<file path="src/rtl/uart_rx_fifo_pkg.sv">
// rtl/uart_rx_fifo_pkg.sv - shared types and constants for the parametrised UART receiver
package uart_pkg;

    typedef enum logic [2:0] {
        ST_IDLE,
        ST_START,
        ST_DATA,
        ST_PARITY,
        ST_STOP
    } state_t;

    localparam int PAR_NONE = 0;
    localparam int PAR_ODD  = 1;
    localparam int PAR_EVEN = 2;

    // One FIFO entry carries {perr, ferr, data}.
    function automatic int entry_width(input int data_bits);
        return data_bits + 2;
    endfunction

endpackage

</file>
<file path="src/rtl/uart_rx_fifo_if.sv">
// rtl/uart_rx_fifo_if.sv - receive-side FIFO head, handshake and status signals
interface uart_rx_fifo_if #(
    parameter int DATA_BITS = 8
);
    logic [DATA_BITS-1:0] o_data;
    logic                 o_perr;
    logic                 o_ferr;
    logic                 o_valid;
    logic                 i_accept;
    logic                 o_overrun;
    logic                 o_busy;

    modport master (
        output o_data, o_perr, o_ferr, o_valid, o_overrun, o_busy,
        input  i_accept
    );

    modport slave (
        input  o_data, o_perr, o_ferr, o_valid, o_overrun, o_busy,
        output i_accept
    );
endinterface

</file>
<file path="src/rtl/uart_rx_fifo_sync_fifo.sv">
// rtl/uart_rx_fifo_sync_fifo.sv - show-ahead synchronous FIFO with drop-on-full reporting
module sync_fifo #(
    parameter int WIDTH = 10,
    parameter int DEPTH = 4
) (
    input  logic             clk,
    input  logic             rst,
    input  logic             push_i,
    input  logic [WIDTH-1:0] push_data_i,
    input  logic             pop_i,
    output logic [WIDTH-1:0] head_o,
    output logic             empty_o,
    output logic             drop_o
);
    localparam int AW = $clog2(DEPTH);

    logic [AW:0]      wr_ptr_q, wr_ptr_d;
    logic [AW:0]      rd_ptr_q, rd_ptr_d;
    logic [WIDTH-1:0] mem_q [DEPTH];
    logic             full;
    logic             do_push;
    logic             do_pop;

    // Pointers carry one extra wrap bit so full and empty are distinguishable.
    always_comb begin
        empty_o  = (wr_ptr_q == rd_ptr_q);
        full     = (wr_ptr_q[AW] != rd_ptr_q[AW]) && (wr_ptr_q[AW-1:0] == rd_ptr_q[AW-1:0]);
        do_pop   = pop_i && !empty_o;
        do_push  = push_i && (!full || do_pop);
        drop_o   = push_i && full && !do_pop;
        wr_ptr_d = do_push ? wr_ptr_q + (AW+1)'(1) : wr_ptr_q;
        rd_ptr_d = do_pop ? rd_ptr_q + (AW+1)'(1) : rd_ptr_q;
        head_o   = mem_q[rd_ptr_q[AW-1:0]];
    end

    always_ff @(posedge clk or posedge rst) begin
        if (rst) begin
            wr_ptr_q <= '0;
            rd_ptr_q <= '0;
            for (int i = 0; i < DEPTH; i++) begin
                mem_q[i] <= '0;
            end
        end else begin
            wr_ptr_q <= wr_ptr_d;
            rd_ptr_q <= rd_ptr_d;
            if (do_push) begin
                mem_q[wr_ptr_q[AW-1:0]] <= push_data_i;
            end
        end
    end
endmodule

</file>
<file path="src/rtl/uart_rx_fifo.sv">
// rtl/uart_rx_fifo.sv - UART receiver with majority-vote sampling, error flags and frame FIFO
module uart_rx_fifo #(
    parameter int SAMPLE    = 104,
    parameter int DATA_BITS = 8,
    parameter int PARITY    = 0,
    parameter int STOP_BITS = 1,
    parameter int DEPTH     = 4
) (
    input  logic           i_clk,
    input  logic           i_rst,
    input  logic           i_rx,
    uart_rx_fifo_if.master rx_if
);
    import uart_pkg::*;

    localparam int CW = $clog2(SAMPLE);
    localparam int EW = entry_width(DATA_BITS);
    localparam int IW = 4;
    localparam logic [CW-1:0] CNT_V0   = CW'(SAMPLE / 2 - 1);
    localparam logic [CW-1:0] CNT_V1   = CW'(SAMPLE / 2);
    localparam logic [CW-1:0] CNT_MID  = CW'(SAMPLE / 2 + 1);
    localparam logic [CW-1:0] CNT_LAST = CW'(SAMPLE - 1);

    logic                 rx_meta_q, rx_s_q, rx_prev_q;
    state_t               state_q, state_d;
    logic [CW-1:0]        cnt_q, cnt_d;
    logic [IW-1:0]        bit_q, bit_d;
    logic [DATA_BITS-1:0] shift_q, shift_d;
    logic                 s0_q, s0_d, s1_q, s1_d;
    logic                 perr_q, perr_d, ferr_q, ferr_d;
    logic                 overrun_q;
    logic                 vote, at_mid, at_last, fall, push;
    logic [EW-1:0]        push_data, head;
    logic                 empty, drop;

    always_comb begin
        vote      = (s0_q & s1_q) | (s0_q & rx_s_q) | (s1_q & rx_s_q);
        at_mid    = (cnt_q == CNT_MID);
        at_last   = (cnt_q == CNT_LAST);
        fall      = rx_prev_q & ~rx_s_q;
        state_d   = state_q;
        cnt_d     = at_last ? '0 : cnt_q + CW'(1);
        bit_d     = bit_q;
        shift_d   = shift_q;
        s0_d      = (cnt_q == CNT_V0) ? rx_s_q : s0_q;
        s1_d      = (cnt_q == CNT_V1) ? rx_s_q : s1_q;
        perr_d    = perr_q;
        ferr_d    = ferr_q;
        push      = 1'b0;
        case (state_q)
            ST_IDLE: begin
                cnt_d = '0;
                if (fall) begin
                    state_d = ST_START;
                    bit_d   = '0;
                    shift_d = '0;
                    perr_d  = 1'b0;
                    ferr_d  = 1'b0;
                end
            end
            ST_START: begin
                if (at_mid && vote) begin
                    state_d = ST_IDLE;
                end else if (at_last) begin
                    state_d = ST_DATA;
                    bit_d   = '0;
                end
            end
            ST_DATA: begin
                if (at_mid) begin
                    shift_d = {vote, shift_q[DATA_BITS-1:1]};
                end
                if (at_last) begin
                    if (bit_q == IW'(DATA_BITS - 1)) begin
                        bit_d   = '0;
                        state_d = (PARITY == PAR_NONE) ? ST_STOP : ST_PARITY;
                    end else begin
                        bit_d = bit_q + IW'(1);
                    end
                end
            end
            ST_PARITY: begin
                if (at_mid) begin
                    perr_d = ((^shift_q) ^ vote) != logic'(PARITY == PAR_ODD);
                end
                if (at_last) begin
                    state_d = ST_STOP;
                end
            end
            ST_STOP: begin
                if (at_mid) begin
                    ferr_d = ferr_q | ~vote;
                    // Leave half a bit early so the next start edge is never missed.
                    if (bit_q == IW'(STOP_BITS - 1)) begin
                        push    = 1'b1;
                        state_d = ST_IDLE;
                    end
                end else if (at_last) begin
                    bit_d = bit_q + IW'(1);
                end
            end
            default: state_d = ST_IDLE;
        endcase
        push_data = {perr_d, ferr_d, shift_q};
    end

    always_ff @(posedge i_clk or posedge i_rst) begin
        if (i_rst) begin
            rx_meta_q <= 1'b1;
            rx_s_q    <= 1'b1;
            rx_prev_q <= 1'b1;
            state_q   <= ST_IDLE;
            cnt_q     <= '0;
            bit_q     <= '0;
            shift_q   <= '0;
            s0_q      <= 1'b1;
            s1_q      <= 1'b1;
            perr_q    <= 1'b0;
            ferr_q    <= 1'b0;
            overrun_q <= 1'b0;
        end else begin
            rx_meta_q <= i_rx;
            rx_s_q    <= rx_meta_q;
            rx_prev_q <= rx_s_q;
            state_q   <= state_d;
            cnt_q     <= cnt_d;
            bit_q     <= bit_d;
            shift_q   <= shift_d;
            s0_q      <= s0_d;
            s1_q      <= s1_d;
            perr_q    <= perr_d;
            ferr_q    <= ferr_d;
            overrun_q <= drop;
        end
    end

    sync_fifo #(
        .WIDTH (EW),
        .DEPTH (DEPTH)
    ) u_fifo (
        .clk         (i_clk),
        .rst         (i_rst),
        .push_i      (push),
        .push_data_i (push_data),
        .pop_i       (rx_if.i_accept),
        .head_o      (head),
        .empty_o     (empty),
        .drop_o      (drop)
    );

    assign rx_if.o_data    = head[DATA_BITS-1:0];
    assign rx_if.o_ferr    = head[DATA_BITS];
    assign rx_if.o_perr    = head[DATA_BITS+1];
    assign rx_if.o_valid   = ~empty;
    assign rx_if.o_overrun = overrun_q;
    assign rx_if.o_busy    = (state_q != ST_IDLE);
endmodule

</file>
<file path="src/flat_wrapper.sv">
// flat-port wrapper written by rule: the top's interface ports become plain ports
module uart_rx_fifo_flat import uart_pkg::*;
#(
    parameter int SAMPLE    = 104,
    parameter int DATA_BITS = 8,
    parameter int PARITY    = 0,
    parameter int STOP_BITS = 1,
    parameter int DEPTH     = 4
)
  (i_clk, i_rst, i_rx, rx_if_o_data, rx_if_o_perr, rx_if_o_ferr, rx_if_o_valid, rx_if_o_overrun, rx_if_o_busy, rx_if_i_accept);
  uart_rx_fifo_if #(.DATA_BITS(DATA_BITS)) rx_if_i ();
  input  logic i_clk;
  input  logic i_rst;
  input  logic i_rx;
  output wire logic [$bits(rx_if_i.o_data)-1:0] rx_if_o_data;
  output wire logic [$bits(rx_if_i.o_perr)-1:0] rx_if_o_perr;
  output wire logic [$bits(rx_if_i.o_ferr)-1:0] rx_if_o_ferr;
  output wire logic [$bits(rx_if_i.o_valid)-1:0] rx_if_o_valid;
  output wire logic [$bits(rx_if_i.o_overrun)-1:0] rx_if_o_overrun;
  output wire logic [$bits(rx_if_i.o_busy)-1:0] rx_if_o_busy;
  input wire logic [$bits(rx_if_i.i_accept)-1:0] rx_if_i_accept;
  assign rx_if_o_data = rx_if_i.o_data;
  assign rx_if_o_perr = rx_if_i.o_perr;
  assign rx_if_o_ferr = rx_if_i.o_ferr;
  assign rx_if_o_valid = rx_if_i.o_valid;
  assign rx_if_o_overrun = rx_if_i.o_overrun;
  assign rx_if_o_busy = rx_if_i.o_busy;
  assign rx_if_i.i_accept = rx_if_i_accept;
  uart_rx_fifo #(.SAMPLE(SAMPLE), .DATA_BITS(DATA_BITS), .PARITY(PARITY), .STOP_BITS(STOP_BITS), .DEPTH(DEPTH)) u_core (.i_clk(i_clk), .i_rst(i_rst), .i_rx(i_rx), .rx_if(rx_if_i));
endmodule
</file>
<file path="config.mk">
export PLATFORM = sky130hd
export DESIGN_NAME = uart_rx_fifo_flat
export DESIGN_NICKNAME = d
export VERILOG_FILES = /design/src/rtl/uart_rx_fifo_pkg.sv /design/src/rtl/uart_rx_fifo_if.sv /design/src/rtl/uart_rx_fifo_sync_fifo.sv /design/src/rtl/uart_rx_fifo.sv /design/src/flat_wrapper.sv
export SDC_FILE = /design/constraint.sdc
export NUM_CORES = 1
export LEC_CHECK = 0
export CAP_MARGIN = 20
export CORE_UTILIZATION = 45
export CTS_BUF_LIST = sky130_fd_sc_hd__clkbuf_16
export DETAILED_ROUTE_END_ITERATION = 10
export GPL_ROUTABILITY_DRIVEN = 1
export GPL_TIMING_DRIVEN = 0
export HOLD_SLACK_MARGIN = 0.02
export SYNTH_ARGS = -nofsm -noshare
export SYNTH_HDL_FRONTEND = slang
export SYNTH_SLANG_ARGS = --single-unit
</file>
<file path="constraint.sdc">
create_clock -name i_clk -period 7.45 [get_ports i_clk]
set_clock_uncertainty 0.2 [all_clocks]
set_input_delay 1.1175 -clock i_clk [delete_from_list [all_inputs] [get_ports i_clk]]
set_output_delay 1.1175 -clock i_clk [all_outputs]
set_load 0.005 [all_outputs]
</file>
==> flow_summary_export.csv <==
group,metric,value,unit
die,die_h,91.88,um
logic_synthesis,ys_seq_elements,76,
min_path,holdPathStages,0,
flow_run,cap_violations,0,
place,dp_cells,403,
timing,timing.hold.ws,0.1573,ns
drt,num_vias,2162,
timing,clock.fmax,0.2830,GHz
timing,fin_ws,3.916,ns
layout,nets,326,
power,leakage,1.927,nW
drt,top_layer,"met4",
logic_synthesis,yosys.area.top_type_share,0.4888,
timing,fin_setup_tns,0,ns
logic_synthesis,syn_nets,298,
drt,wl_met2,2795,um
place,post-place-ws,4.277,ns
drt,dr_wl_met3,179,um
timing,setup_viol,0,
global_route,grt.overflow.total,0,
min_path,worstHoldStart,"u_core.rx_meta_q",
logic_synthesis,synth-seq-area-share,0.5250,
layout,areaGrowthSynthToFinish,17.49,%
timing,min_period,3.534,ns
min_path,hold_path_class,"reg2reg",
global_route,grt_pass1_wl,10900,um
cts,clk_pin_slew,0.06,ns
timing,worst_pin_slew,0.7477,ns
setup_path,cp_max_fo,10,
die,die-area,8441,sq um
drt,drc,0,
die,die_w,91.88,um
place,gp_congestion,0.7675,
timing,slew_headroom,0.5016,
timing,period_share,0.4744,
drt,detail-route-antenna-nets,0,
power,peakVddDrop,0.1360,mV
logic_synthesis,avgSynthCellArea,12.80,sq um
drt,via_per_inst,5.160,
min_path,worstHoldEndpoint,"u_core.rx_s_q",
setup_path,critPathCaptureType,"primary output",
place,io_buffers,16,
timing,finalHoldViolCount,0,
setup_path,cp-start-kind,"flip-flop",
cts,numClockSinks,76,
die,start_util,0.4679,
layout,fillers,686,
cts,cts-root-buf,"clkbuf_16",
die,core_area,7767,sq um
logic_synthesis,synth_ff_type,"dfrtp_1",
cts,cts_buffer_depth,2,
global_route,grt_start_max_net_pins,68,
cts,clk_latency,0.33,ns
layout,fin_cells,419,
drt,routed_wl,6255,um
timing,rsz0062_at_grt,"no",
cts,cts_htree_levels,3,
die,rows,32,
logic_synthesis,yosysWarnings,0,
setup_path,reg2reg_to,"u_core.u_fifo.mem_q[27]",
layout,antenna_cells,0,
cts,post_cts_buffers,0,
setup_path,criticalPathCategory,"reg2out",
layout,layout-drive-gt1-share,0.2965,
logic_synthesis,yosysTopAreaCell,"dfrtp_1",
logic_synthesis,synth.top_cells.by_area,"dfrtp_1, mux2_2, mux4_2",
setup_path,reg2reg_depth,7,
cts,ctsHoldBuffers,0,
outcome,status,"complete, no violations",
logic_synthesis,syn_inst,284,
setup_path,cp.arrival,2.22,ns
global_route,antenna_found_initial,0,
timing,drv_slew,0,
die,io_pins,17,
global_route,grtUsageTotal,0.1697,
setup_path,r2r_setup_slack,5.01,ns
setup_path,cp_data_required_time,6.13,ns
logic_synthesis,ys_types,40,
logic_synthesis,synth_edf_count,0,
drt,wl_per_cell,14.93,um
global_route,grt_pass1_vias,2166,
drt,first_pass_iters,4,
setup_path,r2r-start,"u_core.bit_q[0]",
place,hpwl,4191,um
cts,cts_resized,0,
drt,wl_met1,3176,um
cts,cts_tree,"done",
logic_synthesis,synthesis.area,3635,sq um
power,p_total,0.0009816,W
power,powerDensity,229.9,nW/um^2
logic_synthesis,synthArstFlopShare,1.000,
cts,cts_buffers,9,
drt,drt_iter0_markers,66,
[worst max path at each step]
stage / slack (ns) / startpoint / endpoint
after global routing: 3.82 / u_core.u_fifo.rd_ptr_q[0] / rx_if_o_data[7]
after floorplan: 4.20 / i_rst / u_core.bit_q[0]
after CTS: 3.92 / u_core.u_fifo.rd_ptr_q[0] / rx_if_o_data[5]
final: 3.92 / u_core.u_fifo.rd_ptr_q[1] / rx_if_o_data[5]
after global placement: 2.85 / i_rst / u_core.u_fifo.mem_q[23]
after detailed placement: 4.28 / u_core.u_fifo.rd_ptr_q[1] / rx_if_o_data[5]
[cell usage in the layout, fill, tap and decap left out, drive strengths merged, types with 2 or more instances in the layout]
cell type	instances
and3	3
clkbuf	11
buf	7
or3	2
dfstp	5
nor3	2
o31ai	2
ha	10
nor2b	2
nand2b	2
nor2	11
mux4	10
clkinv	2
xnor2	16
clkinvlp	2
clkdlybuf4s50	16
mux2	43
dfrtp	71
nand3b	2
bufinv	2
a21oi	6
xor2	4
nand3	19
nand2	18
inv	20
nor3b	3
o21ai	15
[critical path: stages (launching register included)]
cell             delay [ns]
dfrtp_1                0.41
clkbuf_1               0.59
mux4_2                 0.42
clkdlybuf4s50_1        0.46
[registers in the layout (all words and copies together), names as in the netlist]
signal                  flops
u_core.s1_q                 1
u_core.u_fifo.rd_ptr_q      3
u_core.s0_q                 1
u_core.rx_meta_q            1
u_core.state_q              3
u_core.cnt_q                7
u_core.u_fifo.mem_q        40
u_core.u_fifo.wr_ptr_q      3
u_core.ferr_q               1
u_core.rx_s_q               1
u_core.perr_q               1
u_core.rx_if.o_overrun      1
u_core.shift_q              8
u_core.rx_prev_q            1
u_core.bit_q                4
[cell families (layout without fill, tap and decap cells)]
logic type / after synthesis / in the layout / share of synthesized area
flip-flops: 76 / 76 / 0.5250
AND/OR/NAND/NOR: 67 / 67 / 0.1081
AO/OA/AOI/OAI: 30 / 30 / 0.05302
XOR/XNOR: 20 / 20 / 0.04819
buffers and inverters: 27 / 60 / 0.03339
multiplexers: 53 / 53 / 0.1952
adder cells (fa/ha/maj): 11 / 11 / 0.03718
[per-layer routing]
metal | vias to the layer above | track usage
met4 | 0 | 0.06641
met1 | 1074 | 0.2434
li1 | 1051 | -
met5 | - | 0
met2 | 28 | 0.2444
met3 | 9 | 0.04561
[synth_stat cells, types with 2 or more instances]
library cell,instances
nor2_1,11
nand3_1,18
mux2_2,43
xor2_1,4
and3_1,2
nor3b_2,2
xnor2_1,16
o21ai_0,14
nor2b_1,2
o31ai_1,2
nand2b_1,2
or3_1,2
ha_1,10
nand3b_1,2
a21oi_1,6
nand2_2,4
inv_1,19
dfstp_2,5
buf_2,4
dfrtp_1,71
nor3_1,2
mux4_2,10
clkbuf_1,2
buf_6,2
nand2_1,14
[through the flow]
step | area [sq um] | util
6_report | 4270 | 0.5498
5_1_grt | 4270 | 0.5498
4_1_cts | 4270 | 0.5498
3_5_place_dp | 3953 | 0.5089
3_3_place_gp | 3923 | 0.5050
2_1_floorplan | 3635 | -
[layout make-up]
class                   instances  area, sq um  share of cell area
inverters                      19        73.82             0.01729
plain buffers                   8        50.05             0.01172
multi-input cells             181         1605              0.3759
flip-flops and latches         76         1908              0.4468
well taps                     102        127.6             0.02989
clock inverters                 7        92.59             0.02168
repair buffers                 17        187.7             0.04395
clock buffers                   9        225.2             0.05274
[power breakdown]
part,switching [W],leakage (nW),internal [W],total [W]
Combinational,0.0000477,0.740,0.0000356,0.0000833
Sequential,0.0000112,1.03,0.000428,0.000439
Clock,0.000167,0.153,0.000292,0.000459
No activity file was read; power rests on OpenSTA's default activity.
